### src/rtl/copi_command_scheduler_if.sv
// rtl/copi_command_scheduler_if.sv - host/engine bus bundle for the COPI command scheduler
//
// Groups the host configuration port, the engine word-fetch port and the
// scheduler status outputs.
//   master : host + acquisition engine side (drives cfg_*, frame_done, word_req/idx)
//   slave  : scheduler side (drives word_data/valid and the status outputs)
// Parameters IDX_W and CNT_W must match the scheduler instance.
interface copi_command_scheduler_if #(
    parameter int IDX_W = 6,
    parameter int CNT_W = 8
);
    // host configuration
    logic             cfg_wr_en;
    logic             cfg_wr_bank;
    logic [IDX_W-1:0] cfg_wr_idx;
    logic [15:0]      cfg_wr_data;
    logic             cfg_commit;
    logic             cfg_arm;
    logic [CNT_W-1:0] cfg_oneshot_count;
    // engine side
    logic             frame_done;
    logic             word_req;
    logic [IDX_W-1:0] word_idx;
    logic [15:0]      word_data;
    logic             word_valid;
    // status
    logic             active_default;
    logic             oneshot_active;
    logic             commit_pending;
    logic             sched_err;
    logic [CNT_W-1:0] oneshot_frames_left;

    modport master (
        output cfg_wr_en, cfg_wr_bank, cfg_wr_idx, cfg_wr_data,
        output cfg_commit, cfg_arm, cfg_oneshot_count,
        output frame_done, word_req, word_idx,
        input  word_data, word_valid,
        input  active_default, oneshot_active, commit_pending, sched_err,
        input  oneshot_frames_left
    );

    modport slave (
        input  cfg_wr_en, cfg_wr_bank, cfg_wr_idx, cfg_wr_data,
        input  cfg_commit, cfg_arm, cfg_oneshot_count,
        input  frame_done, word_req, word_idx,
        output word_data, word_valid,
        output active_default, oneshot_active, commit_pending, sched_err,
        output oneshot_frames_left
    );
endinterface

### src/rtl/copi_command_scheduler.sv
// rtl/copi_command_scheduler.sv - frame-level sequencer for COPI command word lists
//
// Holds a ping-pong pair of default command lists plus an optional one-shot
// list, NUM_WORDS x 16 bits each, and picks which list the acquisition engine
// reads during each frame. List swaps and one-shot start/stop only happen on
// frame_done so the engine never sees a list change mid-frame.
//
// Optional feature macro: SCHED_ONESHOT_EN
//   defined   : one-shot bank, ARMED/ONESHOT states and the frame counter exist
//   undefined : only the two default banks; cfg_arm and one-shot writes are errors
//
// Ports:
//   clk  - system clock
//   rst  - asynchronous, active-high reset
//   bus  - copi_command_scheduler_if.slave
//          cfg_wr_en/bank/idx/data : host word write (bank 0 = inactive default,
//                                    bank 1 = one-shot)
//          cfg_commit              : swap default lists at next frame boundary
//          cfg_arm / cfg_oneshot_count : run one-shot list for N frames (0 -> 1)
//          frame_done              : end-of-frame pulse from the engine
//          word_req/word_idx       : engine word fetch
//          word_data/word_valid    : fetched word, one cycle later
//          active_default, oneshot_active, commit_pending, sched_err,
//          oneshot_frames_left     : status
module copi_command_scheduler #(
    parameter int NUM_WORDS = 35,
    parameter int IDX_W     = 6,
    parameter int CNT_W     = 8
) (
    input  logic                      clk,
    input  logic                      rst,
    copi_command_scheduler_if.slave   bus
);

    localparam logic [IDX_W-1:0] LP_NUM = IDX_W'(NUM_WORDS);

    typedef enum logic [1:0] {
        ST_DEFAULT = 2'd0,
        ST_ARMED   = 2'd1,
        ST_ONESHOT = 2'd2
    } state_t;

    // ------------------------------------------------------------------
    // Registers
    // ------------------------------------------------------------------
    state_t           r_state;
    logic             r_active_default;
    logic             r_commit_pending;
    logic             r_sched_err;
    logic [15:0]      r_word_data;
    logic             r_word_valid;

    logic [15:0]      r_mem_d0 [NUM_WORDS];
    logic [15:0]      r_mem_d1 [NUM_WORDS];

`ifdef SCHED_ONESHOT_EN
    logic [15:0]      r_mem_os [NUM_WORDS];
    logic [CNT_W-1:0] r_frames_left;
    logic [CNT_W-1:0] r_arm_count;
    logic [CNT_W-1:0] w_frames_left_nxt;
    logic [CNT_W-1:0] w_arm_count_nxt;
    logic [CNT_W-1:0] w_arm_cnt;
`else
    logic             w_unused_cnt;
`endif

    // ------------------------------------------------------------------
    // Next-state wires
    // ------------------------------------------------------------------
    state_t           w_state_nxt;
    logic             w_active_nxt;
    logic             w_pending_nxt;
    logic             w_err_set;
    logic             w_wr_idx_ok;
    logic             w_rd_idx_ok;
    logic             w_serve_os;
    logic [15:0]      w_rd_word;

    assign w_wr_idx_ok = (bus.cfg_wr_idx < LP_NUM);
    assign w_rd_idx_ok = (bus.word_idx < LP_NUM);
    assign w_serve_os  = (r_state == ST_ONESHOT);

    // ------------------------------------------------------------------
    // FSM + frame-boundary control: state register
    // ------------------------------------------------------------------
    always_ff @(posedge clk or posedge rst) begin
        if (rst) begin
            r_state          <= ST_DEFAULT;
            r_active_default <= 1'b0;
            r_commit_pending <= 1'b0;
            r_sched_err      <= 1'b0;
`ifdef SCHED_ONESHOT_EN
            r_frames_left    <= '0;
            r_arm_count      <= '0;
`endif
        end else begin
            r_state          <= w_state_nxt;
            r_active_default <= w_active_nxt;
            r_commit_pending <= w_pending_nxt;
            r_sched_err      <= r_sched_err | w_err_set;
`ifdef SCHED_ONESHOT_EN
            r_frames_left    <= w_frames_left_nxt;
            r_arm_count      <= w_arm_count_nxt;
`endif
        end
    end

    // ------------------------------------------------------------------
    // FSM + frame-boundary control: next-state logic
    // ------------------------------------------------------------------
    always_comb begin
        w_state_nxt       = r_state;
        w_active_nxt      = r_active_default;
        w_pending_nxt     = r_commit_pending;
        w_err_set         = 1'b0;
`ifdef SCHED_ONESHOT_EN
        w_frames_left_nxt = r_frames_left;
        w_arm_count_nxt   = r_arm_count;
        // a zero count still runs the one-shot list once
        w_arm_cnt         = (bus.cfg_oneshot_count == '0) ? CNT_W'(1) : bus.cfg_oneshot_count;
`endif

        if (bus.cfg_wr_en && !w_wr_idx_ok)
            w_err_set = 1'b1;
        if (bus.word_req && !w_rd_idx_ok)
            w_err_set = 1'b1;

`ifdef SCHED_ONESHOT_EN
        // the one-shot list is frozen from arm until the last one-shot frame ends
        if (bus.cfg_wr_en && bus.cfg_wr_bank && (r_state != ST_DEFAULT))
            w_err_set = 1'b1;

        case (r_state)
            ST_DEFAULT: begin
                if (bus.cfg_arm) begin
                    w_arm_count_nxt = w_arm_cnt;
                    // arm landing on a boundary starts the one-shot right away
                    if (bus.frame_done) begin
                        w_state_nxt       = ST_ONESHOT;
                        w_frames_left_nxt = w_arm_cnt;
                    end else begin
                        w_state_nxt = ST_ARMED;
                    end
                end
            end
            ST_ARMED: begin
                if (bus.cfg_arm)
                    w_err_set = 1'b1;
                if (bus.frame_done) begin
                    w_state_nxt       = ST_ONESHOT;
                    w_frames_left_nxt = r_arm_count;
                end
            end
            ST_ONESHOT: begin
                if (bus.cfg_arm)
                    w_err_set = 1'b1;
                if (bus.frame_done) begin
                    w_frames_left_nxt = r_frames_left - CNT_W'(1);
                    if (r_frames_left == CNT_W'(1))
                        w_state_nxt = ST_DEFAULT;
                end
            end
            default: begin
                w_state_nxt = ST_DEFAULT;
            end
        endcase
`else
        if (bus.cfg_wr_en && bus.cfg_wr_bank)
            w_err_set = 1'b1;
        if (bus.cfg_arm)
            w_err_set = 1'b1;
`endif

        // commit coincident with frame_done swaps at that same boundary
        if (bus.frame_done && (r_commit_pending || bus.cfg_commit)) begin
            w_active_nxt  = ~r_active_default;
            w_pending_nxt = 1'b0;
        end else if (bus.cfg_commit) begin
            w_pending_nxt = 1'b1;
        end
    end

    // ------------------------------------------------------------------
    // Bank storage (not reset). Default writes target the bank that is
    // inactive before any swap on this edge.
    // ------------------------------------------------------------------
    always_ff @(posedge clk) begin
        if (bus.cfg_wr_en && w_wr_idx_ok) begin
            if (!bus.cfg_wr_bank) begin
                if (r_active_default)
                    r_mem_d0[bus.cfg_wr_idx] <= bus.cfg_wr_data;
                else
                    r_mem_d1[bus.cfg_wr_idx] <= bus.cfg_wr_data;
            end
`ifdef SCHED_ONESHOT_EN
            else if (r_state == ST_DEFAULT) begin
                r_mem_os[bus.cfg_wr_idx] <= bus.cfg_wr_data;
            end
`endif
        end
    end

    // ------------------------------------------------------------------
    // Read path: bank choice uses pre-edge state, so a request on the
    // frame_done cycle still reads the ending frame's list.
    // ------------------------------------------------------------------
    always_comb begin
        w_rd_word = 16'h0000;
        if (w_rd_idx_ok) begin
`ifdef SCHED_ONESHOT_EN
            if (w_serve_os)
                w_rd_word = r_mem_os[bus.word_idx];
            else
`endif
            if (r_active_default)
                w_rd_word = r_mem_d1[bus.word_idx];
            else
                w_rd_word = r_mem_d0[bus.word_idx];
        end
    end

    always_ff @(posedge clk or posedge rst) begin
        if (rst) begin
            r_word_data  <= 16'h0000;
            r_word_valid <= 1'b0;
        end else begin
            r_word_valid <= bus.word_req;
            if (bus.word_req)
                r_word_data <= w_rd_word;
        end
    end

    // ------------------------------------------------------------------
    // Outputs
    // ------------------------------------------------------------------
    assign bus.word_data      = r_word_data;
    assign bus.word_valid     = r_word_valid;
    assign bus.active_default = r_active_default;
    assign bus.commit_pending = r_commit_pending;
    assign bus.sched_err      = r_sched_err;

`ifdef SCHED_ONESHOT_EN
    assign bus.oneshot_active      = w_serve_os;
    assign bus.oneshot_frames_left = r_frames_left;
`else
    assign bus.oneshot_active      = 1'b0;
    assign bus.oneshot_frames_left = '0;
    assign w_unused_cnt            = ^{bus.cfg_oneshot_count, w_serve_os};
`endif

endmodule

### src/flat_wrapper.sv
// flat-port wrapper written by rule: the top's interface ports become plain ports
module copi_command_scheduler_flat 
#(
    parameter int NUM_WORDS = 35,
    parameter int IDX_W     = 6,
    parameter int CNT_W     = 8
)
  (clk, rst, bus_cfg_wr_en, bus_cfg_wr_bank, bus_cfg_wr_idx, bus_cfg_wr_data, bus_cfg_commit, bus_cfg_arm, bus_cfg_oneshot_count, bus_frame_done, bus_word_req, bus_word_idx, bus_word_data, bus_word_valid, bus_active_default, bus_oneshot_active, bus_commit_pending, bus_sched_err, bus_oneshot_frames_left);
  copi_command_scheduler_if #(.IDX_W(IDX_W), .CNT_W(CNT_W)) bus_i ();
  input  logic clk;
  input  logic rst;
  input wire logic [$bits(bus_i.cfg_wr_en)-1:0] bus_cfg_wr_en;
  input wire logic [$bits(bus_i.cfg_wr_bank)-1:0] bus_cfg_wr_bank;
  input wire logic [$bits(bus_i.cfg_wr_idx)-1:0] bus_cfg_wr_idx;
  input wire logic [$bits(bus_i.cfg_wr_data)-1:0] bus_cfg_wr_data;
  input wire logic [$bits(bus_i.cfg_commit)-1:0] bus_cfg_commit;
  input wire logic [$bits(bus_i.cfg_arm)-1:0] bus_cfg_arm;
  input wire logic [$bits(bus_i.cfg_oneshot_count)-1:0] bus_cfg_oneshot_count;
  input wire logic [$bits(bus_i.frame_done)-1:0] bus_frame_done;
  input wire logic [$bits(bus_i.word_req)-1:0] bus_word_req;
  input wire logic [$bits(bus_i.word_idx)-1:0] bus_word_idx;
  output wire logic [$bits(bus_i.word_data)-1:0] bus_word_data;
  output wire logic [$bits(bus_i.word_valid)-1:0] bus_word_valid;
  output wire logic [$bits(bus_i.active_default)-1:0] bus_active_default;
  output wire logic [$bits(bus_i.oneshot_active)-1:0] bus_oneshot_active;
  output wire logic [$bits(bus_i.commit_pending)-1:0] bus_commit_pending;
  output wire logic [$bits(bus_i.sched_err)-1:0] bus_sched_err;
  output wire logic [$bits(bus_i.oneshot_frames_left)-1:0] bus_oneshot_frames_left;
  assign bus_i.cfg_wr_en = bus_cfg_wr_en;
  assign bus_i.cfg_wr_bank = bus_cfg_wr_bank;
  assign bus_i.cfg_wr_idx = bus_cfg_wr_idx;
  assign bus_i.cfg_wr_data = bus_cfg_wr_data;
  assign bus_i.cfg_commit = bus_cfg_commit;
  assign bus_i.cfg_arm = bus_cfg_arm;
  assign bus_i.cfg_oneshot_count = bus_cfg_oneshot_count;
  assign bus_i.frame_done = bus_frame_done;
  assign bus_i.word_req = bus_word_req;
  assign bus_i.word_idx = bus_word_idx;
  assign bus_word_data = bus_i.word_data;
  assign bus_word_valid = bus_i.word_valid;
  assign bus_active_default = bus_i.active_default;
  assign bus_oneshot_active = bus_i.oneshot_active;
  assign bus_commit_pending = bus_i.commit_pending;
  assign bus_sched_err = bus_i.sched_err;
  assign bus_oneshot_frames_left = bus_i.oneshot_frames_left;
  copi_command_scheduler #(.NUM_WORDS(NUM_WORDS), .IDX_W(IDX_W), .CNT_W(CNT_W)) u_core (.clk(clk), .rst(rst), .bus(bus_i));
endmodule
### config.mk
export PLATFORM = sky130hd
export DESIGN_NAME = copi_command_scheduler_flat
export DESIGN_NICKNAME = d
export VERILOG_FILES = /design/src/rtl/copi_command_scheduler_if.sv /design/src/rtl/copi_command_scheduler.sv /design/src/flat_wrapper.sv
export SDC_FILE = /design/constraint.sdc
export NUM_CORES = 1
export LEC_CHECK = 0
export ABC_AREA = 1
export CORE_MARGIN = 10
export CORE_UTILIZATION = 30
export CTS_CLUSTER_DIAMETER = 100
export DETAILED_ROUTE_END_ITERATION = 6
export HOLD_SLACK_MARGIN = 0.02
export SETUP_SLACK_MARGIN = 0.2
export SLEW_MARGIN = 20
export SYNTH_ARGS = -nofsm -noshare
export SYNTH_HDL_FRONTEND = slang
export SYNTH_SLANG_ARGS = --single-unit
### constraint.sdc
create_clock -name clk -period 2.45 [get_ports clk]
set_clock_uncertainty 0.1 [all_clocks]
set_input_delay 0.245 -clock clk [delete_from_list [all_inputs] [get_ports clk]]
set_output_delay 0.245 -clock clk [all_outputs]
set_load 0.005 [all_outputs]
## Word level (Yosys, flattened, before mapping)

Memories as Yosys holds them, arrays and structs flattened.
Index checks and enable logic that the tools add are counted.

| operators by class | value |
|---|---|
| magnitude comparators | 2 |
| muxes and demuxes | 16 |
| bitwise gates (word level) | 2 |
| reductions and logical operators | 9 |

Operators by type and width:

| cell | number |
|---|---|
| 16-bit two-way mux | 2 |
| 1-bit two-way mux | 14 |
| 6-bit < comparator, second input constant | 2 |
| 1-bit logical AND | 5 |
| 1-bit logical NOT | 2 |
| 2-bit nonzero test | 1 |
| 1-bit logical OR | 1 |
| 1-bit NOT | 1 |
| 1-bit OR | 1 |

| word-level totals | value |
|---|---|
| bits in registers | 20 |
| bits in writable memories | 1120 |
| input port bits | 44 |
| output and inout port bits | 29 |
| logic and storage cells | 36 |
| memories | 2 |

Memories:

| memory | words | bits a word | rd ports | clocked after Yosys merged registers in | write ports | RTL line | RTL |
|---|---|---|---|---|---|---|---|
| u_core.r_mem_d0 | 35 | 16 | 1 | 0 | 1 | copi_command_scheduler.sv:53 | `logic [15:0] r_mem_d0 [NUM_WORDS];` |
| u_core.r_mem_d1 | 35 | 16 | 1 | 0 | 1 | copi_command_scheduler.sv:54 | `logic [15:0] r_mem_d1 [NUM_WORDS];` |

## Longest topological paths before layout

Gate-level depths: netlist of the first run.

| logic depth | value |
|---|---|
| depth after elaboration | 8 |
| mapped depth | 17 |
| gate-level depth less buffers | 13 |

## Worst setup path before layout of the first run

Ideal clock, no wire load.

| timing path | value |
|---|---|
| path type | reg-to-reg |
| from | reg u_core.r_active_default, in the netlist u_core.bus.active_default |
| to | mem u_core.r_mem_d1[0][0] (enable) |
| setup time | 388 ps |
| arrival | 1809 ps |
| required time | 1962 ps |
| path slack | 152 ps |
| stages on the path, launching flop included | 6 |
| buffers on the path | 2 |
| period minus slack after synthesis | 2298 ps |
| path through | dfrtp_1 -> buf_2 -> clkinv_1 -> nand3_1 -> clkbuf_1 -> nor2_1 |

| on the way | value |
|---|---|
| word-level cells in the longest chain between the ends | 4 |

RTL lines:

| element | RTL line | RTL |
|---|---|---|
| start, declared | copi_command_scheduler.sv:47 | `logic r_active_default;` |
| start signal, assigned | copi_command_scheduler.sv:98 | `r_active_default <= w_active_nxt;` |
| 1-bit two-way mux | copi_command_scheduler.sv:190 | `if (r_active_default)` |
| 1-bit two-way mux | copi_command_scheduler.sv:189 | `if (!bus.cfg_wr_bank) begin` |
| 1-bit two-way mux | copi_command_scheduler.sv:188 | `if (bus.cfg_wr_en && w_wr_idx_ok) begin` |
| 1-bit two-way mux (not written as such) | copi_command_scheduler.sv:193 | `r_mem_d1[bus.cfg_wr_idx] <= bus.cfg_wr_data;` |
| end, declared | copi_command_scheduler.sv:54 |  |

Every way passes these cells.

## Worst setup path after layout of the first run

| timing path | value |
|---|---|
| from | reg u_core.r_active_default, in the netlist u_core.bus.active_default |
| to | out bus_active_default |

RTL lines:

| element | RTL line | RTL |
|---|---|---|
| end, declared | flat_wrapper.sv:24 | `output wire logic [$bits(bus_i.active_default)-1:0] bus_active_default;` |

No word-level cell between the ends.

==> results.tsv, run 1 <==
stage	metric	value	unit
sta	crit share post-route	88.7	%
placement	setup slack at placement	0.0123	ns
routing	DRC	0	
logic_synthesis	Synth top area share	70.2	%
routing	DRT iter0 DRCs	3541	
power	Logic pwr share	8.5	%
floorplanning	Ports	73	
cts	clk sinks	1140	
global_route	grt total ovfl	0	
cts	CTS root buf	clkbuf_16	
floorplanning	Rows	146	
power	sw frac	23.7	%
power	VDD IR max	0.000550	V
sta	Worst Slack Setup Final	0.277	ns
critical_path	CP max stage delay	0.54	ns
sta	RSZ-0062 raised after global routing	no	
logic_synthesis	Syn Std Cell Area	47900	um2
critical_path	Slowest-stage cell, CP	clkdlybuf4s50_1	
sta	Max-slew headroom	52.8	%
critical_path	worst path cell trace	buf_8, clkdlybuf4s50_1	
placement	global placer's final weighted congestion	0.873	
worst_hold_path	worst hold path type	in2reg	
power	LEAKAGE	21.7	nW
final_layout	Fillers	15400	
logic_synthesis	Post-synth EDFFs	1120	
floorplanning	Starting Density	30.2	%
global_route	largest net degree at the start of global routing	71	
routing	DR pass1 iterations	7	
routing	final wirelength	135000	um
cts	clk buf depth	3	
logic_synthesis	register area share after synthesis	71.2	%
power	Int Power	0.0317	W
global_route	GRT Total Usage	14.9	%
power	sequential share of power	51.9	%
floorplanning	die area	176000	um2
sta	Final TNS setup	0	ns
cts	CTS tree	done	
logic_synthesis	most common flop cell mapped by yosys	edfxtp_1	
critical_path	CP required	2.11	ns
logic_synthesis	synthesis warning total	0	
final_layout	fin area	57000	um2
cts	Clock Latency Late Sink	0.73	ns
floorplanning	die span in x	420	um
sta	Final setup violation count	0	
floorplanning	Die H	420	um
logic_synthesis	most numerous cell in the Yosys netlist	nand2_1	
cts	CTS Buf Count	110	
routing	DR vias	32200	
routing	Antenna Violating Nets Remaining	0	
final_layout	Area Growth Syn to Fin	18.9	%
critical_path	CP delay by family, top	buffers and inverters	
logic_synthesis	Area contributors post-synth	edfxtp_1 (70%), nand2_1 (9.9%), nand3_1 (4.5%)	
critical_path	CP Buf/Inv Count	2	
logic_synthesis	cells after synthesis	4407	
sta	Max Fclk	460	MHz
worst_hold_path	WHS Path Cells	3	
critical_path	startpoint types	flip-flop	
critical_path	crit end category	output port	
sta	minimum clock period	2.17	ns
critical_path	WP data arrival	1.83	ns
critical_path	reg2reg path depth	11	
cts	H-tree levels	3	
placement	port bufs	55	
routing	mean number of vias per cell	4.72	
power	power density cells	730	nW/um2
run	Max Cap Viol	0	
critical_path	crit-path max FO	17	
logic_synthesis	Syn Area/Cell	10.9	um2
logic_synthesis	synth cell count leaders	nand2_1 (1264), edfxtp_1 (1120), nor2_1 (554)	
logic_synthesis	Synth area leader	edfxtp_1	
routing	wire length per cell	19.8	um
logic_synthesis	Distinct cells, synth	26	
placement	Final HPWL DP	84500	um
cts	clock slew at reported path FFs	0.06	ns
power	Sw Pwr	0.00984	W
power	clock share of power	39.6	%
critical_path	WP depth	2	
placement	area post-placement	53300	um2
final_layout	Layout Nets	4702	
status	outcome	finished clean	
sta	Slew @ Worst Pin	0.708	ns
final_layout	fraction of layout cells with a size suffix above 1	10.9	%
global_route	number of global-route vias before repair	30800	
critical_path	WS Path Type	reg2out	
logic_synthesis	Seq cells post-synth	1140	
global_route	antenna violations before repair	4	
global_route	first-pass GRT wire length	199000	um
logic_synthesis	FFs w/ async S/R, synth	1.75	%
sta	Final Hold Vio Count	0	
sta	Slew Limit Fails	0	
floorplanning	core area	159000	um2
cells by family after synthesis:
family                 count (synthesis)  synth area share [%]
buffers and inverters                617                  5.73
AO/OA/AOI/OAI                        357                  3.75
flip-flops                          1140                  71.2
XOR/XNOR                               1                0.0183
other                                  1               0.00783
AND/OR/NAND/NOR                     2291                  19.3
layout make-up:
cell class,instances,area [um2],area share (%)
Clock inverter,61,532,0.934
Sequential cell,1140,34100,59.9
Multi-Input combinational cell,2658,11100,19.5
Tap cell,2072,2590,4.55
Inverter,367,1390,2.44
Timing Repair Buffer,381,4320,7.59
Antenna cell,2,5.00,0.00879
Clock buffer,140,2890,5.07
metrics by stage:
| stage | utilization [%] | hold WS [ns] | total power (W) | std cells |
|---|---|---|---|---|
| after global routing | 35.9 | 0.103 | 0.0429 | 6820 |
| after floorplan | - | 0.109 | 0.0236 | 4415 |
| final | 35.9 | 0.103 | 0.0416 | 6821 |
| after detailed placement | 33.6 | 0.369 | 0.0255 | 6596 |
| after global placement | 33.6 | 0.368 | 0.0254 | 6596 |
| after CTS | 35.9 | 0.0480 | 0.0418 | 6819 |
flip-flops by register name (all words and copies together) (netlist names):
signal / flops
u_core.bus.commit_pending: 1
u_core.r_mem_d1: 560
u_core.bus.active_default: 1
u_core.r_mem_d0: 560
u_core.bus.sched_err: 1
u_core.bus.word_valid: 1
u_core.bus.word_data: 16
cells in the final DEF (no fill, tap or decap), types with 9 or more instances in the layout:
| master | count |
|---|---|
| conb_1 | 9 |
| dlygate4sd3_1 | 21 |
| clkbuf_16 | 111 |
| clkdlybuf4s50_1 | 35 |
| dfrtp_1 | 20 |
| inv_1 | 362 |
| clkinv_2 | 21 |
| o21ai_0 | 217 |
| nor2_1 | 546 |
| a21oi_1 | 129 |
| edfxtp_1 | 1120 |
| clkbuf_1 | 29 |
| buf_2 | 15 |
| buf_12 | 107 |
| or2_2 | 30 |
| nor3_1 | 10 |
| nand3_1 | 432 |
| nand2_1 | 1263 |
| clkinv_1 | 24 |
| buf_4 | 200 |
power by group through the flow:
stage	clock [W]	combinational, W	sequential [W]
6_report	0.0165	0.00354	0.0216
5_1_grt	0.0175	0.00383	0.0216
2_1_floorplan	0	0.00164	0.0220
3_5_place_dp	0	0.00347	0.0220
4_1_cts	0.0167	0.00354	0.0216
3_3_place_gp	0	0.00344	0.0220
worst min-delay path, cell delays in order:
cell	delay (ns)
clkdlybuf4s50_1	0.47
inv_1	0.08
o211ai_1	0.09
metal layers:
layer / vias to the layer above / global-route usage (%) / wire length (um)
met5: - / 0 / 0
met4: 0 / 4.78 / 4080
met1: 15700 / 20.3 / 57900
li1: 15200 / - / -
met2: 1138 / 24.3 / 63700
met3: 203 / 2.34 / 9440
timing repair:
action,4_1_cts,5_1_grt
setup endpoints to repair,1,0
hold buffers,21,0
hold endpoints to repair,554,0
gates resized for setup,2,0
buffers inserted,1,0
final timing paths:
kind,start,endpoint,slack (ns)
worst max-delay path,u_core.bus.active_default$_DFFE_PP0P_,bus_active_default,0.28
worst min-delay path,bus_cfg_wr_en,u_core.bus.sched_err$_DFF_PP0_,0.10
worst max register to register,u_core.r_mem_d1[20][13]$_DFFE_PP_,u_core.bus.word_data[13]$_DFFE_PP0P_,0.47
worst min register to register,u_core.bus.word_data[15]$_DFFE_PP0P_,u_core.bus.word_data[15]$_DFFE_PP0P_,0.38
max in group asynchronous,rst,u_core.bus.word_data[14]$_DFFE_PP0P_,1.73
min in group asynchronous,rst,u_core.bus.sched_err$_DFF_PP0_,0.30
Power figures use the tool's default switching activity.
==> run 2: changes to the inputs <==
==> constraint.sdc (replaced) <==
create_clock -name clk -period 2.4 [get_ports clk]
set_clock_uncertainty 0.1 [all_clocks]
set_input_delay 0.24 -clock clk [delete_from_list [all_inputs] [get_ports clk]]
set_output_delay 0.24 -clock clk [all_outputs]
set_load 0.005 [all_outputs]
==> run 2 against run 1 <==
Via count increased by 1.4%. Sequential power is 2% higher. Flip-flop and latch count stayed put. Final cell count is 0.16% higher. Count of clock-buffer cells in the layout decreased by 3. Critical path type unchanged. Critical endpoint is now bus_word_data[6].
==> results.tsv, run 2 (synthesis results as in run 1) <==
stage	metric	value	unit	change
cts	# hold bufs at CTS	19		was 21
routing	DRC	0		unchanged
floorplanning	Ports	73		unchanged
routing	Antenna Violating Nets Remaining	0		unchanged
cts	Post-CTS Setup Repair Bufs	0		was 1
cts	CTS root buf	clkbuf_16		unchanged
critical_path	worst path cell trace	clkdlybuf4s50_1		was buf_8, clkdlybuf4s50_1
global_route	grt total ovfl	0		unchanged
final_layout	Final Non-Filler Cells	6832		was 6821
sta	RSZ-0062 raised after global routing	no		unchanged
routing	DR vias	32600		was 32200
routing	mean number of vias per cell	4.78		was 4.72
global_route	grt met2 use	24.3	%	about the same
sta	Final Hold Vio Count	0		unchanged
global_route	M1 GR Usage	20.7	%	was 20.3%
final_layout	Layout Nets	4706		was 4702
routing	DRT iter0 DRCs	3540		was 3541
worst_hold_path	worst hold path type	in2reg		unchanged
global_route	largest net degree at the start of global routing	71		unchanged
cts	CTS tree	done		unchanged
status	outcome	finished clean		unchanged
floorplanning	die span in x	420	um	unchanged
run	Max Cap Viol	0		unchanged
sta	crit share post-route	84.3	%	
global_route	GR peak layer	met2		unchanged
critical_path	crit end category	output port		unchanged
sta	Max-slew headroom	37.2	%	was 52.8%
routing	DR pass1 iterations	5		was 7
floorplanning	core area	159000	um2	unchanged
critical_path	startpoint types	flip-flop		unchanged
cts	clock slew at reported path FFs	0.06	ns	about the same
global_route	antenna violations before repair	2		was 4
final_layout	commonest non-fill, non-tap cell in the layout	nand2_1		unchanged
floorplanning	die area	176000	um2	unchanged
sta	Final setup violation count	0		unchanged
cts	clk sinks	1140		unchanged
power	LEAKAGE	21.8	nW	was 21.7 nW
floorplanning	Rows	146		unchanged
power	Int Power	0.0328	W	was 0.0317 W
sta	Slew Limit Fails	0		unchanged
final_layout	Register Area	34100	um2	unchanged
routing	final wirelength	138000	um	was 135000 um
cts	Clock Latency Late Sink	0.71	ns	was 0.73 ns
power	VDD IR max	0.000569	V	was 0.000550 V
final_layout	Area Growth Syn to Fin	19.4	%	was 18.9%
critical_path	CP required	2.06	ns	was 2.11 ns
critical_path	WP data arrival	1.68	ns	was 1.83 ns
global_route	GRT Total Usage	15.2	%	was 14.9%
sta	Worst Slack Setup Final	0.376	ns	was 0.277 ns
placement	port bufs	55		unchanged
floorplanning	Die H	420	um	unchanged
final_layout	fraction of layout cells with a size suffix above 1	10.9	%	about the same
critical_path	CP max stage delay	0.56	ns	was 0.54 ns
critical_path	Slowest-stage cell, CP	clkdlybuf4s50_1		unchanged
global_route	grt met3 use	2.76	%	was 2.34%
sta	Max Fclk	494	MHz	
global_route	number of global-route vias before repair	31000		was 30800
critical_path	CP Buf/Inv Count	1		was 2
power	Logic pwr share	8.5	%	about the same
power	sequential share of power	51.5	%	was 51.9%
power	clock share of power	40.0	%	was 39.6%
cts	clk buf depth	3		unchanged
critical_path	WS Path Type	reg2out		unchanged
sta	minimum clock period	2.02	ns	
critical_path	CP delay by family, top	buffers and inverters		unchanged
cts	CTS Buf Count	111		was 110
floorplanning	Starting Density	30.2	%	unchanged
routing	wire length per cell	20.2	um	was 19.8 um
placement	dpl cells	6602		was 6596
sta	final hold slack	0.0727	ns	was 0.103 ns
global_route	first-pass GRT wire length	203000	um	was 199000 um
placement	area post-placement	53500	um2	was 53300 um2
final_layout	fin area	57200	um2	was 57000 um2
final_layout	footprint of the multi-input gates	11100	um2	about the same
placement	global placer's final weighted congestion	0.884		was 0.873
cts	H-tree levels	3		unchanged
placement	Final HPWL DP	85100	um	was 84500 um
final_layout	Fillers	15400		about the same
sta	Slew @ Worst Pin	0.942	ns	was 0.708 ns
final_layout	most frequent cells in the layout	nand2_1 (1263), edfxtp_1 (1120), nor2_1 (546)		unchanged
power	power density cells	749	nW/um2	was 730 nW/um2
placement	setup slack at placement	-0.0351	ns	was 0.0123 ns
critical_path	crit-path max FO	2		was 17
sta	Final TNS setup	0	ns	unchanged
power	sw frac	23.5	%	was 23.7%
cts	cts repair resizes	0		was 2
power	Sw Pwr	0.0101	W	was 0.00984 W
==> run 2: changes by cell type in the layout (fill, tap and decap cells not counted), moves of 2 or more <==
| cell | delta |
|---|---|
| clkbuf_1 | -4 |
| buf_12 | +11 |
| clkinv_4 | -3 |
| clkinv_1 | +16 |
| clkinv_8 | -2 |
| bufinv_16 | +3 |
| clkinv_2 | -4 |
| dlygate4sd3_1 | -2 |
| buf_4 | -4 |
==> run 2: worst paths after layout <==
check                                                      from                                     to  slack, ns  depth (start not counted)
max                         u_core.bus.word_data[6]$_DFFE_PP0P_                       bus_word_data[6]       0.38                          1
max reg2reg                    u_core.r_mem_d1[20][3]$_DFFE_PP_    u_core.bus.word_data[3]$_DFFE_PP0P_       0.44                         11
max in group asynchronous                                   rst    u_core.bus.word_data[2]$_DFFE_PP0P_       1.64                          4
min in group asynchronous                                   rst  u_core.bus.active_default$_DFFE_PP0P_       0.32                          4
min                                         bus_cfg_wr_data[12]       u_core.r_mem_d0[8][12]$_DFFE_PP_       0.07                          1
min reg2reg                u_core.bus.word_data[12]$_DFFE_PP0P_   u_core.bus.word_data[12]$_DFFE_PP0P_       0.39                          2
==> run 2: layer usage <==
layer | vias up | wire length (um)
li1 | 15200 | -
met1 | 16000 | 58700
met2 | 1201 | 63800
met3 | 234 | 10400
met4 | 0 | 5250
met5 | - | 0
==> run 2: power by group through the flow <==
| stage | sequential (W) | combinational, W | clock (W) |
|---|---|---|---|
| after floorplan | 0.0224 | 0.00167 | 0 |
| after global placement | 0.0225 | 0.00358 | 0 |
| after detailed placement | 0.0225 | 0.00361 | 0 |
| after CTS | 0.0220 | 0.00365 | 0.0174 |
| after global routing | 0.0220 | 0.00395 | 0.0182 |
| final | 0.0220 | 0.00366 | 0.0171 |
==> run 2: stage by stage <==
step,utilization [%],power [W]
6_report,36.1,0.0428
5_1_grt,36.1,0.0442
4_1_cts,36.1,0.0431
3_5_place_dp,33.7,0.0261
3_3_place_gp,33.7,0.0260
2_1_floorplan,-,0.0241
==> run 2: area by class of cell <==
class                           count  share of cell area (%)
Multi-Input combinational cell   2658                    19.4
Timing Repair Buffer              384                    7.82
Antenna cell                        2                 0.00875
Sequential cell                  1140                    59.7
Tap cell                         2072                    4.53
Clock inverter                     72                    1.08
Clock buffer                      137                    5.06
Inverter                          367                    2.43
==> run 2: worst register-to-register path: stages (launching register included) <==
cell and delay, ns:
edfxtp_1 0.35, or2_2 0.27, nand3_1 0.08, nand2_1 0.06, nand2_1 0.05, nand2_1 0.05
nor2_1 0.28, nand2_1 0.26, nand3_1 0.16, nand2_1 0.08, nand3_1 0.08, nand2_1 0.05
